**src/rtl/conv_window_ctrl.sv**
```systemverilog
`default_nettype none
// ============================================================================
// Module   : conv_window_ctrl
// Purpose  : Sequencing control for a KERNEL_SIZE x KERNEL_SIZE sliding-window
//            line buffer. It tracks the row and column of the next pixel,
//            enables line-buffer shifts on each accepted pixel, and flags when
//            the buffer holds a complete in-image window. The window is held
//            stable while downstream stalls. A frame runs IDLE -> RUN -> FLUSH
//            -> IDLE, and done pulses when the last window is taken.
// Ports    : clk, rst_n (async, active-low)
//            start, abort               - frame control inputs
//            s_valid / s_ready          - upstream pixel handshake
//            lb_shift_en                - line-buffer shift (= accept)
//            win_valid / m_ready        - downstream window handshake
//            col_idx, row_idx           - position of the next pixel to accept
//            busy, done                 - frame status
//            stall_cnt (optional)       - saturating count of window stalls
// Options  : define CONV_CTRL_STALL_CNT_EN to add the stall_cnt output.
// Revision : 1.0 - initial release
// ============================================================================
module conv_window_ctrl #(
  parameter int KERNEL_SIZE = 3,
  parameter int IMG_W       = 32,
  parameter int IMG_H       = 32,
  parameter int CNT_W       = 16
) (
  input  logic             clk,
  input  logic             rst_n,
  input  logic             start,
  input  logic             abort,
  input  logic             s_valid,
  output logic             s_ready,
  output logic             lb_shift_en,
  output logic             win_valid,
  input  logic             m_ready,
  output logic [CNT_W-1:0] col_idx,
  output logic [CNT_W-1:0] row_idx,
  output logic             busy,
  output logic             done
`ifdef CONV_CTRL_STALL_CNT_EN
  ,
  output logic [15:0]      stall_cnt
`endif
);

  localparam logic [CNT_W-1:0] K_LAST   = CNT_W'(KERNEL_SIZE - 1);
  localparam logic [CNT_W-1:0] COL_LAST = CNT_W'(IMG_W - 1);
  localparam logic [CNT_W-1:0] ROW_LAST = CNT_W'(IMG_H - 1);

  typedef enum logic [1:0] {
    IDLE  = 2'd0,
    RUN   = 2'd1,
    FLUSH = 2'd2
  } state_t;

  state_t           state;
  state_t           state_next;
  logic [CNT_W-1:0] col_next;
  logic [CNT_W-1:0] row_next;
  logic             win_next;

  logic             accept;
  logic             qualify;
  logic             col_wrap;
  logic             last_px;

  // A pending window that downstream has not taken blocks new pixels,
  // so the line-buffer contents stay frozen under the window.
  assign s_ready     = (state == RUN) && !(win_valid && !m_ready);
  assign accept      = s_valid && s_ready;
  assign lb_shift_en = accept;
  assign busy        = (state != IDLE);

  assign col_wrap = (col_idx == COL_LAST);
  assign last_px  = col_wrap && (row_idx == ROW_LAST);
  // A pixel completes a window only when enough rows and columns are
  // already buffered; column 0..K-2 pixels never qualify, so no window
  // straddles a row wrap.
  assign qualify  = accept && (row_idx >= K_LAST) && (col_idx >= K_LAST);

  always_comb begin
    state_next = state;
    col_next   = col_idx;
    row_next   = row_idx;
    win_next   = win_valid;
    done       = 1'b0;

    if (accept) begin
      if (col_wrap) begin
        col_next = '0;
        row_next = (row_idx == ROW_LAST) ? '0 : row_idx + CNT_W'(1);
      end else begin
        col_next = col_idx + CNT_W'(1);
      end
    end

    // A new qualifying accept in the same cycle as a handshake replaces
    // the consumed window, so the flag stays up.
    if (qualify) begin
      win_next = 1'b1;
    end else if (m_ready) begin
      win_next = 1'b0;
    end

    case (state)
      IDLE: begin
        if (start) begin
          state_next = RUN;
          col_next   = '0;
          row_next   = '0;
          win_next   = 1'b0;
        end
      end
      RUN: begin
        if (accept && last_px) begin
          state_next = FLUSH;
        end
      end
      FLUSH: begin
        if (win_valid && m_ready) begin
          state_next = IDLE;
          done       = 1'b1;
        end
      end
      default: state_next = IDLE;
    endcase

    // Abort overrides everything, including start and the done pulse.
    if (abort) begin
      state_next = IDLE;
      col_next   = '0;
      row_next   = '0;
      win_next   = 1'b0;
      done       = 1'b0;
    end
  end

  always_ff @(posedge clk or negedge rst_n) begin
    if (!rst_n) begin
      state     <= IDLE;
      col_idx   <= '0;
      row_idx   <= '0;
      win_valid <= 1'b0;
    end else begin
      state     <= state_next;
      col_idx   <= col_next;
      row_idx   <= row_next;
      win_valid <= win_next;
    end
  end

`ifdef CONV_CTRL_STALL_CNT_EN
  always_ff @(posedge clk or negedge rst_n) begin
    if (!rst_n) begin
      stall_cnt <= '0;
    end else if ((state == IDLE) && start && !abort) begin
      stall_cnt <= '0;
    end else if (win_valid && !m_ready && (stall_cnt != 16'hFFFF)) begin
      stall_cnt <= stall_cnt + 16'd1;
    end
  end
`endif

endmodule
`default_nettype wire

```
**config.mk**
```make
export PLATFORM = sky130hd
export DESIGN_NAME = conv_window_ctrl
export DESIGN_NICKNAME = d
export VERILOG_FILES = /design/src/rtl/conv_window_ctrl.sv
export SDC_FILE = /design/constraint.sdc
export NUM_CORES = 1
export LEC_CHECK = 0
export CAP_MARGIN = 10
export CORE_MARGIN = 3
export CORE_UTILIZATION = 25
export DETAILED_ROUTE_END_ITERATION = 10
export PLACE_DENSITY_LB_ADDON = 0.3
export RECOVER_POWER = 25
export SLEW_MARGIN = 40
export SYNTH_ARGS = -nofsm -noshare
export SYNTH_HDL_FRONTEND = slang
export SYNTH_SLANG_ARGS = --single-unit
```
**constraint.sdc**
```tcl
create_clock -name clk -period 4.35 [get_ports clk]
set_input_delay 0.6525 -clock clk [delete_from_list [all_inputs] [get_ports clk]]
set_output_delay 0.6525 -clock clk [all_outputs]
set_load 0.05 [all_outputs]
```
==> results of run 1 <==
[worst min path at each step]
stage / endpoint / cells past startpoint
after floorplan: col_idx[0] / 0
after global placement: state[0] / 1
after detailed placement: state[0] / 1
after global routing: state[0] / 1
after CTS: state[0] / 1
final: state[0] / 1
[stage by stage]
stage / setup WS, ns / std cells
detailed placement: 1.17 / 364
finish: 1.22 / 372
floorplan: 1.30 / 231
global route: 1.12 / 372
global placement: 1.23 / 364
CTS: 1.21 / 372
[flip-flops by register name (all words and copies together) (netlist names)]
register and cells:
row_idx 16, state 2, win_valid 1, col_idx 16
[cell type report]
cell class,instances,area (um^2)
Tap cell,99,124
Inverter,7,26.3
Clock buffer,5,68.8
Multi-Input combinational cell,179,1060
Sequential cell,35,876
Timing Repair Buffer,44,432
Clock inverter,3,67.6
Fill cell,777,4830
[layout by cell type, fill, tap and decap left out, drive strengths merged, types with 2 or more instances in the layout]
master	synthesis	routed
o21a	2	2
a21oi	13	13
nand4	6	6
nor3	14	14
or3	3	3
dfrtp	35	35
and4	4	4
nand2	16	16
nor2	36	36
a31oi	4	4
o21ai	9	9
and3	4	4
nand3b	5	5
xnor2	16	16
nor4	7	7
nand2b	2	2
xor2	3	3
or4	6	6
clkdlybuf4s50	0	41
nor4b	3	3
inv	7	7
clkbuf	10	6
bufinv	0	2
ha	4	4
nand3	13	13
[logic make-up after synthesis]
group,after synthesis,synth area share (%)
xor+xnor,19,8.33
mux,1,0.501
flops,35,43.9
compound gates,31,8.71
buf+inv,17,3.26
fa+ha+maj,4,2.51
simple gates,124,32.8
[metal layers]
layer | share of wire (%) | routed length (um) | track usage (%)
met4 | 0.43 | 23 | 3.20
met2 | 46 | 2470 | 21.0
met3 | 4.4 | 239 | 2.45
met5 | 0 | 0 | 0
met1 | 49 | 2660 | 18.4
[power by group]
part / total (mW) / switching, mW / internal, mW
Clock: 0.356 / 0.127 / 0.229
Combinational: 0.0423 / 0.0299 / 0.0124
Sequential: 0.329 / 0.00217 / 0.327
Total: 0.727 / 0.159 / 0.568
==> results.toml, run 1 <==
[status]
status = "finished with violations"
violations = "capacitance limit, slew limit"

[global_route]
antenna_found_initial = 0
grt_pass1_wl_um = 9490
grt_max_degree = 36
grt-ovfl-total = 0
grt_pass1_vias = 1856
track_usage_pct = 13.1

[critical_path]
crit_top_cell = "clkdlybuf4s50_1"
cp-start-kind = "primary input"
critPathTopFamily = "buffers and inverters"
critPathSlowestCell = "clkdlybuf4s50_1"
r2r_slack_ns = 1.75
startpoint = "m_ready"
crit_required_ns = 3.70
end_kind = "primary output"
arrival_ns = 2.48
worstPathCellList = "clkdlybuf4s50_1, nand2b_1, and3_1, clkdlybuf4s50_1"
timing.rr.end = "row_idx[3]"
cp_num_buf_inv = 2
worstPathMaxFanout = 8
r2r-start = "col_idx[0]"
crit_end = "lb_shift_en"
slowest_delay_ns = 0.86
cp_num_cells = 4
reg2reg_depth = 6
worst-setup-path-type = "primary input to primary output"

[min_path]
holdCritStartpoint = "state[1]"
hp-class = "register to register"

[drt]
wirelength_um = 5400
drt_pass1_iterations = 4
drtIter0Drc = 117
vias_per_cell = 4.94
dr_total_vias = 1837
postRouteAntennaNets = 0
drcViolationCount = 0
avgRoutedWirePerCell_um = 14.5

[logic_synthesis]
synthFlopType = "dfrtp_1"
netlist_instances = 231
synth_top_area_cell = "dfrtp_1"
yosysTopAreaCellShare_pct = 43.9
syn_nets = 241
synthArstFlopShare_pct = 100
ys_ff_latch = 35
synth_common_cells = "nor2_1 (36), dfrtp_1 (35), nand2_1 (16), xnor2_1 (16), nor3_1 (14)"
synthTopCellsByArea = "dfrtp_1 (44%), xnor2_1 (7.0%), nor2_1 (6.8%)"
synth_most_common_cell = "nor2_1"
syn_avg_cell_area_um2 = 8.64
ys_warn_count = 0
synth-edff-count = 0
syn_area_um2 = 2000
yosysSeqAreaShare_pct = 43.9
synth_cell_types = 34

[sta]
rsz0062_at_grt = "no"
finalCritPeriodShare_pct = 72.1
hold_violations = 0
whs_ns = 0.546
fin_skew_ns = 0.00795
timing.setup.tns_ns = 0
post-route-min-period_ns = 3.13
finalMaxSlewViolations = 36
timing.fmax_ghz = 0.319
setup_violations = 0
worst_pin_slew_ns = 2.00
maxSlewHeadroom_pct = -33.3

[cts]
clkTransAtPathRegs_ns = 0.07
cts_tree = "done"
cts-hold-fix-buffers = 0
post_cts_buffers = 0
htree_levels = 2
clock-sinks = 35
cts_root_buf = "clkbuf_8"
insertion_delay_ns = 0.28
numCtsBuffers = 5
cts_buffer_depth = 2
post_cts_resized = 0

[placed_design]
gp_congestion = 0.784
dp.final_hpwl_um = 3740
port_buffers = 42
placed_area_um2 = 2520

[final_layout]
area_growth_pct = 33.0
final_util_pct = 35.5
num_antenna_cells = 0
nets = 282
fin_area_um2 = 2660
drive_gt1_share_pct = 4.03

[floorplan]
fp.dieArea_um2 = 9100
fp.dieW_um = 95.4
rows = 31
start_util_pct = 26.7
core_um2 = 7490
io_pins = 43
die_y_um = 95.4

[pwr]
power_density_nw_per_um2 = 274
leakage_nw = 0.983
ir_drop_mv = 0.127
totalPowerFinal_mw = 0.727

[job]
drv_cap = 1
(Power assumes the default switching activity.)
==> run 2, diff against run 1 <==
==> constraint.sdc (replaced) <==
create_clock -name clk -period 3 [get_ports clk]
set_input_delay 0.45 -clock clk [delete_from_list [all_inputs] [get_ports clk]]
set_output_delay 0.45 -clock clk [all_outputs]
set_load 0.05 [all_outputs]
==> run 2 against run 1 <==
- the flow still finishes with violations (capacitance limit, slew limit)
- global-route usage barely moved
- total power rose by 27%
- worst hold slack got worse by 0.016 ns
- worst setup slack got worse by 0.70 ns
- sequential share of layout area rose by 0.16 points
- via count fell by 0.54%
- combinational power rose by 47%
- sequential power rose by 45%
- critical endpoint is now row_idx[7]
- largest cell class unchanged
==> results.toml, run 2 (synthesized netlist as in run 1, its figures left out) <==
[global_route]
antenna_found_initial = 0
grt-ovfl-total = 0
grt_util_met3_pct = 2.68
busiest_layer = "met2"
met1_usage_pct = 19.1
met2_usage_pct = 19.8
track_usage_pct = 13.2
grt_pass1_wl_um = 9550
grt_max_degree = 36
grt_pass1_vias = 1854

[cts]
cts-hold-fix-buffers = 0
cts_tree = "done"
insertion_delay_ns = 0.29
cts_buffer_depth = 2
post_cts_resized = 0
post_cts_buffers = 0
cts_root_buf = "clkbuf_8"
numCtsBuffers = 5
clkTransAtPathRegs_ns = 0.07
clock-sinks = 35
htree_levels = 2

[sta]
finalMaxSlewViolations = 36
fin_skew_ns = 0.00576
setup_violations = 0
timing.fmax_ghz = 0.402
post-route-min-period_ns = 2.48
finalCritPeriodShare_pct = 82.8
whs_ns = 0.530
worst_pin_slew_ns = 1.90
timing.setup.tns_ns = 0
setup_slack_ns = 0.515
rsz0062_at_grt = "no"
maxSlewHeadroom_pct = -26.6
hold_violations = 0

[drt]
drtIter0Drc = 78
vias_per_cell = 4.86
dr_total_vias = 1827
wirelength_um = 5360
drcViolationCount = 0
drt_pass1_iterations = 4
avgRoutedWirePerCell_um = 14.3
postRouteAntennaNets = 0

[final_layout]
top_regs = "col_idx x16, row_idx x16, state x2"
final_common_cell = "clkdlybuf4s50_1"
fill_cells = 791
final_cell_mix = "clkdlybuf4s50_1 (40), nor2_1 (36), dfrtp_1 (35)"
nets = 286
seqCellArea_um2 = 876
area_growth_pct = 32.3
drive_gt1_share_pct = 5.78
num_antenna_cells = 0
fin_area_um2 = 2640
final_util_pct = 35.3
final_cells = 376
multi_input_area_um2 = 1060

[placed_design]
dp.final_hpwl_um = 3750
gp_congestion = 0.813
place_inst = 368
placed_area_um2 = 2540
dp_slack_ns = 0.218
port_buffers = 42

[critical_path]
crit_end = "row_idx[7]"
worstPathCellList = "clkdlybuf4s50_1, nor2b_1, or4_4, or2_0, or4_1, a21oi_1"
worstPathMaxFanout = 9
crit_required_ns = 3.21
cp-start-kind = "primary input"
r2r_slack_ns = 0.62
arrival_ns = 2.69
reg2reg_depth = 6
startpoint = "m_ready"
timing.rr.end = "row_idx[7]"
end_kind = "register"
critPathTopFamily = "simple AND/OR/NAND/NOR gates"
cp_num_cells = 6
cp_num_buf_inv = 1
r2r-start = "col_idx[0]"
slowest_delay_ns = 0.57
worst-setup-path-type = "primary input to register"
critPathSlowestCell = "or4_4"

[min_path]
holdCritStartpoint = "state[1]"
hp-class = "register to register"

[floorplan]
io_pins = 43
start_util_pct = 26.7
fp.dieArea_um2 = 9100
die_y_um = 95.4
rows = 31
fp.dieW_um = 95.4
core_um2 = 7490

[status]
status = "finished with violations"
violations = "capacitance limit, slew limit"

[pwr]
power_density_nw_per_um2 = 350
leakage_nw = 0.991
ir_drop_mv = 0.135
totalPowerFinal_mw = 0.925

[job]
drv_cap = 1
[run 2: layout make-up]
type                            instances  area share (%)
Clock buffer                            7            3.65
Clock inverter                          1           0.284
Inverter                                7           0.994
Multi-Input combinational cell        179            40.0
Sequential cell                        35            33.1
Tap cell                               99            4.69
Timing Repair Buffer                   48            17.3
[run 2: worst min-delay path by stage]
stage	slack (ns)	endpoint	cells past startpoint
2_1_floorplan	0.15	col_idx[0]	0
3_3_place_gp	0.52	state[0]	1
3_5_place_dp	0.52	state[0]	1
4_1_cts	0.53	state[0]	1
5_1_grt	0.56	state[0]	1
6_report	0.53	state[0]	1
[run 2: power breakdown]
part / total [mW] / internal [mW] / switching, mW
Combinational: 0.0622 / 0.0192 / 0.0430
Clock: 0.386 / 0.209 / 0.177
Sequential: 0.477 / 0.474 / 0.00297
[run 2: metal layers]
metal | up-vias | part of all wire, %
li1 | 911 | -
met5 | - | 0
met2 | 43 | 44
met3 | 5 | 4.6
met4 | 0 | 1.1
met1 | 868 | 50
